## config.mk

```make
export PLATFORM = sky130hd
export DESIGN_NAME = regfile_sb
export DESIGN_NICKNAME = d
export VERILOG_FILES = /design/src/rtl/regfile_sb.sv
export SDC_FILE = /design/constraint.sdc
export NUM_CORES = 2
export LEC_CHECK = 0
export CAP_MARGIN = 20
export CORE_AREA = 5 5 373 375
export DETAILED_ROUTE_END_ITERATION = 16
export DIE_AREA = 0 0 378 380
export PLACE_DENSITY = 0.69
export SYNTH_ARGS = -nofsm -noshare
export SYNTH_HDL_FRONTEND = slang
export SYNTH_SLANG_ARGS = --single-unit
export TNS_END_PERCENT = 10
```

## constraint.sdc

```tcl
create_clock -name CLK -period 66 [get_ports CLK]
set_clock_uncertainty 0.2 [all_clocks]
set_input_delay 13.2 -clock CLK [delete_from_list [all_inputs] [get_ports CLK]]
set_output_delay 13.2 -clock CLK [all_outputs]
set_load 0.005 [all_outputs]
```

## src/rtl/regfile_sb.sv

```systemverilog
// Dual-write, triple-read register file with a per-register busy scoreboard and a registered busy count.
// Optional same-cycle write-to-read forwarding when REGFILE_SB_BYPASS_EN is defined.
module regfile_sb #(
  parameter int DATA_W = 32,
  parameter int ADDR_W = 5
) (
  input  logic              CLK,
  input  logic              RST,
  input  logic              RegWre0,
  input  logic              RegWre1,
  input  logic [ADDR_W-1:0] WriteReg0,
  input  logic [ADDR_W-1:0] WriteReg1,
  input  logic [DATA_W-1:0] WriteData0,
  input  logic [DATA_W-1:0] WriteData1,
  input  logic [ADDR_W-1:0] ReadReg1,
  input  logic [ADDR_W-1:0] ReadReg2,
  input  logic [ADDR_W-1:0] ReadReg3,
  output logic [DATA_W-1:0] ReadData1,
  output logic [DATA_W-1:0] ReadData2,
  output logic [DATA_W-1:0] ReadData3,
  input  logic              IssueWre,
  input  logic [ADDR_W-1:0] IssueReg,
  output logic              Busy1,
  output logic              Busy2,
  output logic              Busy3,
  output logic [ADDR_W:0]   BusyCnt
);

  localparam int DEPTH = 1 << ADDR_W;

  logic [DATA_W-1:0] regs [DEPTH];
  logic [DEPTH-1:0]  busy;
  logic [DEPTH-1:0]  busyNext;
  logic              wrEn0;
  logic              wrEn1;
  logic              issueEn;

  // Register 0 is hardwired: any access to it is dropped at the qualifier.
  assign wrEn0   = RegWre0 && (WriteReg0 != '0);
  assign wrEn1   = RegWre1 && (WriteReg1 != '0);
  assign issueEn = IssueWre && (IssueReg != '0);

  function automatic logic [ADDR_W:0] popCount(input logic [DEPTH-1:0] v);
    logic [ADDR_W:0] c;
    c = '0;
    for (int i = 0; i < DEPTH; i++) begin
      c = c + {{ADDR_W{1'b0}}, v[i]};
    end
    return c;
  endfunction

  // Writes clear busy first; a same-cycle issue wins so the bit ends set.
  always_comb begin
    busyNext = busy;
    if (wrEn0) busyNext[WriteReg0] = 1'b0;
    if (wrEn1) busyNext[WriteReg1] = 1'b0;
    if (issueEn) busyNext[IssueReg] = 1'b1;
    busyNext[0] = 1'b0;
  end

  always_ff @(posedge CLK or posedge RST) begin
    if (RST) begin
      for (int i = 0; i < DEPTH; i++) begin
        regs[i] <= '0;
      end
      busy    <= '0;
      BusyCnt <= '0;
    end else begin
      if (wrEn0) regs[WriteReg0] <= WriteData0;
      if (wrEn1) regs[WriteReg1] <= WriteData1;
      busy    <= busyNext;
      BusyCnt <= popCount(busyNext);
    end
  end

  function automatic logic [DATA_W-1:0] readPort(input logic [ADDR_W-1:0] a);
    logic [DATA_W-1:0] d;
    d = (a == '0) ? '0 : regs[a];
`ifdef REGFILE_SB_BYPASS_EN
    if (!RST && wrEn1 && (WriteReg1 == a)) d = WriteData1;
    else if (!RST && wrEn0 && (WriteReg0 == a)) d = WriteData0;
`endif
    return d;
  endfunction

  function automatic logic busyPort(input logic [ADDR_W-1:0] a);
    logic b;
    b = (a == '0) ? 1'b0 : busy[a];
`ifdef REGFILE_SB_BYPASS_EN
    if (!RST && ((wrEn0 && (WriteReg0 == a)) || (wrEn1 && (WriteReg1 == a))))
      b = issueEn && (IssueReg == a);
`endif
    return b;
  endfunction

  always_comb begin
    ReadData1 = readPort(ReadReg1);
    ReadData2 = readPort(ReadReg2);
    ReadData3 = readPort(ReadReg3);
    Busy1     = busyPort(ReadReg1);
    Busy2     = busyPort(ReadReg2);
    Busy3     = busyPort(ReadReg3);
  end

endmodule

```

After elaboration in Yosys (flattened, before gate mapping)
Cells that the tools add are included.
{"block": "op_classes", "n_addsub": 30, "n_lt_le_gt_ge": 16, "mux": 38, "bitwise_logic": 10, "n_reduce_logical": 14}
{"op": "$bwmux 1024", "n": 2}
{"op": "$mux 1024", "n": 2}
{"op": "$bmux 32 s5", "n": 3}
{"op": "$mux 32", "n": 14}
{"op": "$demux 32 s5", "n": 2}
{"op": "$add 6x1->6", "n": 25}
{"op": "$and 32x32->32", "n": 2}
{"op": "$not 32->32", "n": 2}
{"op": "$lt 5x6->1 const B", "n": 6}
{"op": "$or 32x32->32", "n": 1}
{"op": "$ge 6x6->1 const B", "n": 5}
{"op": "$not 5->6", "n": 5}
{"op": "$bmux 1 s5", "n": 3}
{"op": "$demux 1 s5", "n": 3}
{"op": "$ge 5x1->1 const B", "n": 3}
{"op": "$logic_not 5->1", "n": 3}
{"op": "$reduce_bool 5->1", "n": 3}
{"op": "$lt 6x1->1 const B", "n": 2}
{"op": "$mux 1", "n": 9}
{"op": "$logic_and 1x1->1", "n": 8}
{"op": "$add 5x1->6", "n": 1}
{"op": "$add 4x1->5", "n": 1}
{"op": "$add 3x1->4", "n": 1}
{"op": "$add 2x1->3", "n": 1}
{"op": "$add 1x1->2", "n": 1}
{"block": "word_totals", "ff_bits": 1061, "in_bits": 99, "out_inout_bits": 105, "wordCells": 142}

Longest topological paths before layout
{"block": "depth", "ltp_word": 41, "depth_mapped": 22, "ltp_nobuf": 19}

Worst setup path before layout
No wires, ideal clock.
{"block": "synth_path", "kind": "input to output", "start": "input port ReadReg2[1]", "end": "output port Busy2", "t_arrival_ps": 14506, "required_ps": 52600, "path_slack_ps": 38094, "stages": 6, "n_path_buf": 2, "path_cell_list": "buf_4 > buf_4 > mux4_2 > mux2_2 > o21ai_0 > a311oi_1"}
{"block": "synth_via", "elab_chain_len": 3, "word_cells_on_any_way": 4, "cone_classes": "mux (3); reduce/logical (1)"}
{"element": "start: declaration", "line": "16", "source": "input logic [ADDR_W-1:0] ReadReg2,"}
{"element": "$bmux 1 s5", "line": "88", "source": "b = (a == '0) ? 1'b0 : busy[a];"}
{"element": "$mux 1 (not written as such)", "line": "88"}
{"element": "$mux 1 *", "line": "88"}
{"element": "end: declaration", "line": "24", "source": "output logic Busy2,"}
Mark *: on every way between the ends. The rest lies on a longest branch, timed or not. The select of a mux whose other input is x is not followed.

Worst setup path in the final report
{"block": "layout_path", "start": "input port ReadReg2[2]", "end": "output port ReadData2[21]"}
{"block": "layout_via", "elab_chain_len": 5, "word_cells_on_any_way": 6, "cone_classes": "mux (4); bitwise (1); reduce/logical (1)"}
{"element": "$not 5->6 (not written as such)", "line": "78", "source": "d = (a == '0) ? '0 : regs[a];"}
{"element": "$bmux 32 s5", "line": "78"}
{"element": "$mux 32 (not written as such) (2 in series)", "line": "78"}
{"element": "$mux 32 *", "line": "78"}
{"element": "end: declaration", "line": "19", "source": "output logic [DATA_W-1:0] ReadData2,"}
Marked as above.

==> results.txt <==
Netlist cell types - 68
Clk pin slew, worst setup/hold paths - 0.06 ns
Initial antenna violation count - 55
Synth-to-Final Area Change - 9.44%
Async SR Flop Fraction - 100%
GR Util met2 - 61.2%
VDD IR max - 0.0579 mV
Final Max Slew Viols - 0
Status - completed
Main synth FF type - dfrtp_1
Synth Warn # - 0
Vias in the first global route - 63814
Data arrival time of the worst path - 18.17 ns
Largest net degree at the start of global routing - 149
Final GP Congestion - 1.01
Post-Synth XOR/XNOR Area - 0.0349%
Post-synthesis mux area share - 36.9%
Synthesis-stage register bit count - 1061
Post-synth EDFFs - 0
TNS Setup - 0 ns
Multi-input gate area - 44600 µm²
# DRC - 0
Met1 Use GR - 56.3%
Syn avg cell area - 10.9 µm²
Height of the die - 380 µm
Clock latency at the later pin of the worst-skew pair - 0.79 ns
Max Clock Freq - 31.7 MHz
H-tree depth - 3
Seq. cell area - 26600 µm²
Hold worst-path end - regs[1021]$_DFF_PP0_
Total power - 2.62 mW
PortBufs - 203
TritonCTS clock tree - built
Hold WC Path Type - flip-flop to flip-flop
Die ar. - 144000 µm²
Initial Utilization - 55.8%
GR Util met3 - 25.6%
Pleak - 34.5 nW
Via density - 7.87
R2R Path End - BusyCnt[4]$_DFF_PP0_
Fin util - 61.1%
Seq/Total Area, Yosys - 35.2%
Remaining global-route overflow - 0
Slew HR - 10.9%
Mapped Area - 75300 µm²
Post-synthesis simple-gate area fraction - 7.61%
R2r setup slk - 60.11 ns
Hold Vio Cnt, Final - 0
Reg2reg start - busy[26]$_DFF_PP0_
CTS-repair resized insts - 0
Root buffer cell - clkbuf_16
Global-route usage over all layers - 46.6%
Final wirelength - 340000 µm
# Post-CTS Setup Buffers - 0
Mapped Cells - 6941
Final nets - 6757
Count of hold-fix buffers inserted at cts - 0
Final setup fails - 0
Chip Width - 378 µm
Unrepaired setup endpoints after global routing - false
Crit path max fanout - 87
Io pins - 204
Row cnt - 135
Initial DRC Count - 12463
Total core area - 135000 µm²
CP cell instances - buf_8, buf_4, buf_4, buf_4, mux4_2, mux2_2, o21ai_0, a311oi_1, clkdlybuf4s50_1
P per Cell Area - 31.8 nW/µm²
Adder-Cell Fraction of Synth Area - 0.727%
DP HPWL - 196000 µm
CTS Buf Count - 121
Post-Syn Nets - 7070
Largest family of logic cells by synthesized area - multiplexers
Hold depth - 0
Wire length per cell - 39.7 µm
Startpoint types - input port
Critical Path End Type - output pin
Synth Area in Compound Gates - 13.4%
Slowest stage delay, CP - 0.74 ns
Critical Path RT - 52.60 ns
Register-to-Register Path Depth - 17
First-pass GRT wire length - 479000 µm
Slowest cell on crit path - buf_4
Clock Path Buffers - 3
DRT Pass-1 Iters - 9
Worst Path Buf+Inv - 5
Slew @ Worst Pin - 1.33 ns
Layout cells sized above 1 - 20.2%
Tcrit/Tclk final - 47.8%
Worst setup path class - input port to output pin
Kind of cell adding the most delay to the critical path - buffers and inverters
Worst Hold Launch - regs[1021]$_DFF_PP0_
Worst path most repeated cell - buf_4
Minimum clock period after layout - 31.57 ns
CTS Sinks - 1061
Busiest grt layer - met2
Final ANT Viol Nets - 0
Max_cap viols - 0
Fill count - 10802
Via count - 67405
[how the worst max path moves through the flow]
stage / start / endpoint / cells past startpoint
finish: ReadReg2[2] / ReadData2[21] / 9
global route: ReadReg1[2] / ReadData1[6] / 9
CTS: ReadReg1[2] / ReadData1[16] / 9
detailed placement: ReadReg1[2] / ReadData1[16] / 9
global placement: ReadReg1[2] / ReadData1[16] / 9
floorplan: RST / BusyCnt[0]$_DFF_PP0_ / 1
[stage by stage]
stage,worst slack (ns),cell area [µm²],instances,hold WS [ns]
after global routing,34.48,82400,8534,0.224
after floorplan,22.73,75300,6941,0.258
final,34.43,82400,8565,0.220
after CTS,34.57,81800,8480,0.219
after detailed placement,34.58,77600,8258,0.205
after global placement,34.57,77100,8239,0.193
[final cells by class]
class | count | share of cell area, %
Antenna cell | 57 | 0.173
Clock buffer | 176 | 4.38
Clock inverter | 46 | 0.713
Inverter | 38 | 0.191
Multi-Input combinational cell | 4958 | 54.2
Sequential cell | 1061 | 32.2
Tap cell | 1781 | 2.70
Timing Repair Buffer | 448 | 5.48
[placed cells by master, fill, tap and decap left out, types with 13 or more instances in the layout]
cell type / instances
a211oi_1: 96
a21oi_1: 519
a221oi_1: 69
a22oi_1: 99
a311oi_1: 98
a32o_1: 14
a32oi_1: 83
buf_16: 24
buf_4: 195
buf_8: 14
bufinv_16: 13
clkbuf_1: 21
clkbuf_16: 127
clkbuf_8: 31
clkdlybuf4s50_1: 187
clkinv_2: 25
dfrtp_1: 1061
diode_2: 57
fa_1: 23
inv_1: 34
mux2_2: 102
mux2i_1: 1111
mux4_2: 690
nand2_1: 572
nand2_4: 22
nor2_1: 529
nor2_4: 17
nor2b_1: 102
o2111ai_1: 29
o21ai_0: 594
o21ai_1: 63
[routing by layer]
metal / up-vias / wire length (µm)
met5: - / 472
li1: 25524 / -
met4: 26 / 33600
met3: 2050 / 60000
met1: 32941 / 111000
met2: 6864 / 136000
[Yosys cell counts, types with 69 or more instances]
cell | n | area [µm²]
clkbuf_1 | 459 | 1720
nor2_1 | 540 | 2030
a211oi_1 | 96 | 721
a311oi_1 | 99 | 867
buf_4 | 144 | 1080
buf_2 | 193 | 966
mux2_2 | 102 | 1150
a32oi_1 | 83 | 727
o21ai_0 | 594 | 2970
dfrtp_1 | 1061 | 26600
nand2_1 | 596 | 2240
a22oi_1 | 99 | 743
nor2b_1 | 106 | 663
mux2i_1 | 1111 | 11100
mux4_2 | 690 | 15500
a21oi_1 | 519 | 2600
a221oi_1 | 69 | 604
[power breakdown]
group / leakage (nW) / switching, mW / total (mW) / internal, mW
clock: 2.08 / 0.305 / 0.732 / 0.427
combinational: 19.4 / 0.416 / 0.875 / 0.460
sequential: 13.0 / 0.191 / 1.01 / 0.823
[registers in the layout, indices dropped and copies added, names as in the netlist]
name     flops
regs      1024
busy        31
BusyCnt      6
[cells by family (layout without fill, tap and decap cells)]
logic type | count (synthesis) | count (layout)
muxes | 1903 | 1903
AOI/OAI and AO/OA | 1681 | 1681
and+or+nand+nor | 1341 | 1341
DFF | 1061 | 1061
buffers and inverters | 922 | 708
adders and majority gates | 30 | 30
xor gates and xnor gates | 3 | 3
other | 0 | 57
[worst register-to-register path, stage by stage (launching register included)]
cell	delay, ns
dfrtp_1	0.43
nand2_1	0.06
o21ai_0	0.55
fa_1	0.56
inv_1	0.10
fa_1	0.42
fa_1	0.52
inv_1	0.06
fa_1	0.53
inv_1	0.05
fa_1	0.44
fa_1	0.49
inv_1	0.05
fa_1	0.41
fa_1	0.47
a21o_1	0.17
a21oi_1	0.16
xnor2_1	0.13
Note: power is estimated with default switching activity, not from simulation.
